--- src/rtl/muldiv_unit.sv ---
// Iterative radix-2 multiply / restoring-divide unit that owns the HI/LO pair.
// Latency: 34 edges (capture, 32 iterations, sign-fix); done pulses with new HI/LO.
// Backpressure: busy holds off start/mthi/mtlo; those inputs are ignored while busy.
//
// Ports:
//   clk, rst_n      clock, asynchronous active-low reset
//   start, op, a, b launch mult(00)/multu(01)/div(10)/divu(11) on rs=a, rt=b
//   hi_wr, lo_wr    mthi/mtlo strobes loading wdata while idle
//   busy, done      in-progress stall flag, one-cycle result pulse
//   hi, lo          registered HI/LO
module muldiv_unit #(
  parameter int WIDTH = 32
) (
  input  logic             clk,
  input  logic             rst_n,
  input  logic             start,
  input  logic [1:0]       op,
  input  logic [WIDTH-1:0] a,
  input  logic [WIDTH-1:0] b,
  input  logic             hi_wr,
  input  logic             lo_wr,
  input  logic [WIDTH-1:0] wdata,
  output logic             busy,
  output logic             done,
  output logic [WIDTH-1:0] hi,
  output logic [WIDTH-1:0] lo
);

  localparam int CW = $clog2(WIDTH) + 1;
  localparam int PW = 2 * WIDTH;

  typedef enum logic [1:0] {IDLE, CALC, FIX} state_t;

  state_t           state_q, state_d;
  logic [CW-1:0]    cnt_q, cnt_d;
  logic             is_div_q, is_div_d;
  // neg_lo: product sign (mult) or quotient sign (div); neg_hi: remainder sign.
  logic             neg_lo_q, neg_lo_d;
  logic             neg_hi_q, neg_hi_d;
  // acc_hi/acc_lo: product upper/lower during multiply, remainder/quotient during divide.
  logic [WIDTH-1:0] acc_hi_q, acc_hi_d;
  logic [WIDTH-1:0] acc_lo_q, acc_lo_d;
  // Multiplicand magnitude for multiply, divisor magnitude for divide.
  logic [WIDTH-1:0] opnd_q, opnd_d;
  logic [WIDTH-1:0] hi_q, hi_d;
  logic [WIDTH-1:0] lo_q, lo_d;
  logic             done_q, done_d;

  logic             a_neg, b_neg;
  logic [WIDTH-1:0] a_mag, b_mag;
  logic [WIDTH:0]   mul_sum;
  logic [WIDTH:0]   div_sh;
  logic [WIDTH:0]   div_diff;
  logic             div_ok;
  logic [PW-1:0]    prod, prod_fix;

  // Signed ops are the even opcodes (mult, div).
  assign a_neg = ~op[0] & a[WIDTH-1];
  assign b_neg = ~op[0] & b[WIDTH-1];
  assign a_mag = a_neg ? (~a + WIDTH'(1)) : a;
  assign b_mag = b_neg ? (~b + WIDTH'(1)) : b;

  // Multiply step: conditional add keeps its carry in bit WIDTH, which becomes the new MSB after the shift.
  assign mul_sum = {1'b0, acc_hi_q} + (acc_lo_q[0] ? {1'b0, opnd_q} : '0);

  // Divide step: since remainder < divisor is invariant, the shifted remainder is below 2*divisor,
  // so a WIDTH+1 bit subtract leaves bit WIDTH set exactly when the trial goes negative.
  assign div_sh   = {acc_hi_q, acc_lo_q[WIDTH-1]};
  assign div_diff = div_sh - {1'b0, opnd_q};
  assign div_ok   = ~div_diff[WIDTH];

  assign prod     = {acc_hi_q, acc_lo_q};
  assign prod_fix = neg_lo_q ? (~prod + PW'(1)) : prod;

  always_comb begin
    state_d  = state_q;
    cnt_d    = cnt_q;
    is_div_d = is_div_q;
    neg_lo_d = neg_lo_q;
    neg_hi_d = neg_hi_q;
    acc_hi_d = acc_hi_q;
    acc_lo_d = acc_lo_q;
    opnd_d   = opnd_q;
    hi_d     = hi_q;
    lo_d     = lo_q;
    done_d   = 1'b0;

    case (state_q)
      IDLE: begin
        if (start) begin
          // start takes priority; a coincident mthi/mtlo is dropped.
          is_div_d = op[1];
          cnt_d    = '0;
          acc_hi_d = '0;
          state_d  = CALC;
          if (op[1]) begin
            // Divide by zero keeps an all-ones quotient for signed ops too,
            // so the quotient is never negated when the divisor is zero.
            neg_lo_d = (a_neg ^ b_neg) & (|b);
            neg_hi_d = a_neg;
            acc_lo_d = a_mag;
            opnd_d   = b_mag;
          end else begin
            neg_lo_d = a_neg ^ b_neg;
            neg_hi_d = 1'b0;
            acc_lo_d = b_mag;
            opnd_d   = a_mag;
          end
        end else begin
          if (hi_wr) hi_d = wdata;
          if (lo_wr) lo_d = wdata;
        end
      end

      CALC: begin
        cnt_d = cnt_q + CW'(1);
        if (is_div_q) begin
          acc_hi_d = div_ok ? div_diff[WIDTH-1:0] : div_sh[WIDTH-1:0];
          acc_lo_d = {acc_lo_q[WIDTH-2:0], div_ok};
        end else begin
          acc_hi_d = mul_sum[WIDTH:1];
          acc_lo_d = {mul_sum[0], acc_lo_q[WIDTH-1:1]};
        end
        if (cnt_q == CW'(WIDTH - 1)) state_d = FIX;
      end

      FIX: begin
        if (is_div_q) begin
          lo_d = neg_lo_q ? (~acc_lo_q + WIDTH'(1)) : acc_lo_q;
          hi_d = neg_hi_q ? (~acc_hi_q + WIDTH'(1)) : acc_hi_q;
        end else begin
          hi_d = prod_fix[PW-1:WIDTH];
          lo_d = prod_fix[WIDTH-1:0];
        end
        done_d  = 1'b1;
        state_d = IDLE;
      end

      default: state_d = IDLE;
    endcase
  end

  always_ff @(posedge clk or negedge rst_n) begin
    if (!rst_n) begin
      state_q  <= IDLE;
      cnt_q    <= '0;
      is_div_q <= 1'b0;
      neg_lo_q <= 1'b0;
      neg_hi_q <= 1'b0;
      acc_hi_q <= '0;
      acc_lo_q <= '0;
      opnd_q   <= '0;
      hi_q     <= '0;
      lo_q     <= '0;
      done_q   <= 1'b0;
    end else begin
      state_q  <= state_d;
      cnt_q    <= cnt_d;
      is_div_q <= is_div_d;
      neg_lo_q <= neg_lo_d;
      neg_hi_q <= neg_hi_d;
      acc_hi_q <= acc_hi_d;
      acc_lo_q <= acc_lo_d;
      opnd_q   <= opnd_d;
      hi_q     <= hi_d;
      lo_q     <= lo_d;
      done_q   <= done_d;
    end
  end

  assign busy = (state_q != IDLE);
  assign done = done_q;
  assign hi   = hi_q;
  assign lo   = lo_q;

endmodule

--- config.mk ---
export PLATFORM = sky130hd
export DESIGN_NAME = muldiv_unit
export DESIGN_NICKNAME = d
export VERILOG_FILES = /design/src/rtl/muldiv_unit.sv
export SDC_FILE = /design/constraint.sdc
export NUM_CORES = 1
export LEC_CHECK = 0
export ABC_AREA = 1
export CORE_AREA = 2 2 202 204
export CTS_CLUSTER_DIAMETER = 200
export DETAILED_ROUTE_END_ITERATION = 8
export DIE_AREA = 0 0 204 206
export GPL_TIMING_DRIVEN = 0
export PLACE_DENSITY_LB_ADDON = 0.3
export SYNTH_ARGS = -nofsm -noshare
export SYNTH_HDL_FRONTEND = slang
export SYNTH_SLANG_ARGS = --single-unit
--- constraint.sdc ---
create_clock -name clk -period 3.4 [get_ports clk]
set_input_delay 0.68 -clock clk [delete_from_list [all_inputs] [get_ports clk]]
set_output_delay 0.68 -clock clk [all_outputs]
set_load 0.01 [all_outputs]
==> impl_metrics.json <==
{
  "outcome": "complete, no violations",
  "groute.usage.overall_pct": 39.1,
  "die-height_um": 206,
  "synth_top_family_by_area": "simple AND/OR/NAND/NOR gates",
  "synth_seq_cells": 172,
  "clock_skew_ns": 0.0123,
  "cts_tree": "yes",
  "async_flop_share_pct": 100,
  "finalHoldViolations": 0,
  "avgSynthCellArea_sq_um": 5.92,
  "synth_cell_type_count": 55,
  "reg2reg_from": "acc_hi_q[0]",
  "crit_path_end_kind": "flip-flop",
  "hold_ws_ns": 0.220,
  "relSlewSlack_pct": 30.9,
  "dr_total_vias": 21400,
  "portBuffers": 167,
  "synth_cells": 2999,
  "place_congestion": 1.07,
  "via_per_inst": 5.75,
  "setup_viol": 0,
  "fin_crit_sh_pct": 96.8,
  "antenna_found_initial": 2,
  "cts-buffers-inserted": 17,
  "grt_max_degree": 88,
  "slew_violations": 0,
  "syn_area_sq_mm": 0.0177,
  "seq_area_frac_synth_pct": 24.3,
  "power_density_mw_per_mm2": 1120,
  "synth_compound_area_share_pct": 15.0,
  "arrival_ns": 3.61,
  "synthMuxAreaShare_pct": 0.0635,
  "layout_common_cells": "nand2_1 (965), inv_1 (399), nand3_1 (349), nor2_1 (262), o21ai_0 (174)",
  "cp_data_required_time_ns": 3.72,
  "synth_top_cell_by_area": "dfrtp_1",
  "die-area_sq_mm": 0.0420,
  "setup_slack_ns": 0.109,
  "drc_errors": 0,
  "grt.overflow.total": 0,
  "r2r_cells": 9,
  "wirelength_um": 82900,
  "worstSetupPathType": "reg -> reg",
  "ir_worst_vdd_uv": 690,
  "drt-initial-drc-count": 2034,
  "area_growth_pct": 16.8,
  "power_mw": 23.2,
  "cts.sinks": 172,
  "initial_utilization_pct": 44.2,
  "core_area_sq_mm": 0.0402,
  "synth-edff-count": 0,
  "cap_viol_max_count": 0,
  "min_period_ns": 3.29,
  "ant_nets": 0,
  "hold_class": "in -> async",
  "rows": 74,
  "clk_latency_ns": 0.47,
  "dp_slack_ns": -0.247,
  "yosysTopAreaCellShare_pct": 24.3,
  "setup-tns-final_ns": 0,
  "synthAdderAreaFrac_pct": 5.09,
  "cts_root_buf": "clkbuf_16",
  "cts_max_level": 4,
  "first_global_vias": 19700,
  "r2r_end": "hi[14]",
  "critPathLaunch": "acc_hi_q[0]",
  "io_pins": 169,
  "synth_flop_cell": "dfrtp_1",
  "worst_pin_slew_ns": 1.04,
  "synth_area_leaders": "dfrtp_1 (24%), nand2_1 (20%), nand3_1 (9.8%), inv_1 (8.4%), nor2_1 (5.5%)",
  "dp_hpwl_um": 68800,
  "hold_buffers": 0,
  "rsz0062_at_grt": "no",
  "drt-wirelength-per-cell_um": 22.2,
  "fin_nets": 3360,
  "grt_pass1_wl_um": 122000,
  "cp-start-kind": "flip-flop",
  "diodes": 0,
  "path_clk_slew_ns": 0.07,
  "fmax_mhz": 304,
  "post-route-util_pct": 51.6,
  "p_leak_nw": 10.2,
  "final_common_cell": "nand2_1",
  "dr.pass1.iters": 6,
  "synthSimpleGateAreaFrac_pct": 41.5,
  "ff2ff_setup_slack_ns": 0.11,
  "fp.dieW_um": 204,
  "drive_gt1_share_pct": 3.34,
  "crit_path_max_fanout": 7,
  "synth_warnings": 0,
  "cts_buffer_depth": 2,
  "synth-xor-area-share_pct": 2.96,
  "syn_nets": 3173
}
cell type report:
class,count,area [sq um]
buffer,99,430
clock buffer,21,450
clock inverter,11,156
fill,4297,19500
inverter,408,1540
multi-input combinational,2320,11500
sequential,172,4300
tap,532,666
timing repair buffer,168,1700
kinds of logic (layout without fill, tap and decap cells):
family / after synthesis / count (layout)
and+or+nand+nor: 1731 / 1731
buffers and inverters: 507 / 707
AOI/OAI and AO/OA: 457 / 457
DFF: 172 / 172
adders and majority gates: 71 / 71
xor gates and xnor gates: 60 / 60
muxes: 1 / 1
metal layers:
layer	wire length (um)	global-route usage (%)
met3	7570	6.81
met2	36800	61.8
met5	27	0
met4	4170	18.9
met1	34400	51.7
state kept, by name (all words and copies together) (netlist names):
name and count:
opnd_q 32, done 1, neg_hi_q 1, acc_lo_q 32, cnt_q 6, neg_lo_q 1
lo 32, state_q 2, is_div_q 1, hi 32, acc_hi_q 32
report_power, final:
| group | switching, mW | internal [mW] | leakage, nW |
|---|---|---|---|
| Sequential | 1.63 | 3.09 | 2.09 |
| Combinational | 10.7 | 5.63 | 7.82 |
| Clock | 0.941 | 1.19 | 0.296 |
cell usage after synthesis (3+ instances only):
library cell	count
buf_1	13
dfrtp_1	172
nor3_1	40
o21ai_1	7
nand4_1	38
a22oi_1	15
a21o_1	3
xnor2_1	17
o221ai_1	19
a21oi_1	136
o21ai_0	177
o211ai_1	43
and2_1	6
a31oi_1	3
nand2_2	12
inv_2	5
nor2_1	262
nand2_1	965
o21a_1	6
o311ai_0	7
o31ai_1	4
ha_1	69
inv_1	399
o21bai_1	16
o22ai_1	4
buf_2	6
a21boi_0	11
nor2_2	9
nand3_2	6
nand3_1	349
nand3b_1	18
or2_2	17
clkbuf_1	74
xor2_1	43
worst max-delay path, stage by stage, from the launching register on:
cell	delay [ns]
dfrtp_1	0.56
inv_1	0.37
ha_1	0.32
inv_1	0.14
nor2_1	0.29
nand3_1	0.20
o311ai_1	0.58
nand3b_1	0.16
nand3_1	0.40
nand3_1	0.13
how the worst max path moves through the flow:
stage                        end  slack, ns
finish                    hi[14]       0.11
global route         acc_hi_q[6]       0.01
CTS                 acc_hi_q[27]       0.12
detailed placement  acc_hi_q[27]      -0.25
global placement        cnt_q[5]      -5.72
floorplan           acc_hi_q[27]       0.77
timing repair:
action | 4_1_cts | 5_1_grt
pin swaps | 0 | 0
buffers inserted | 0 | 0
hold endpoints to repair | 0 | 0
resized for setup | 3 | 4
setup endpoints to repair | 11 | 6
stage by stage:
step	cells	instance area [sq um]
after floorplan	2999	17700
after global placement	3698	20100
after detailed placement	3699	20100
after CTS	3731	20700
after global routing	3731	20700
final	3731	20700
No activity file was read; power rests on OpenSTA's default activity.
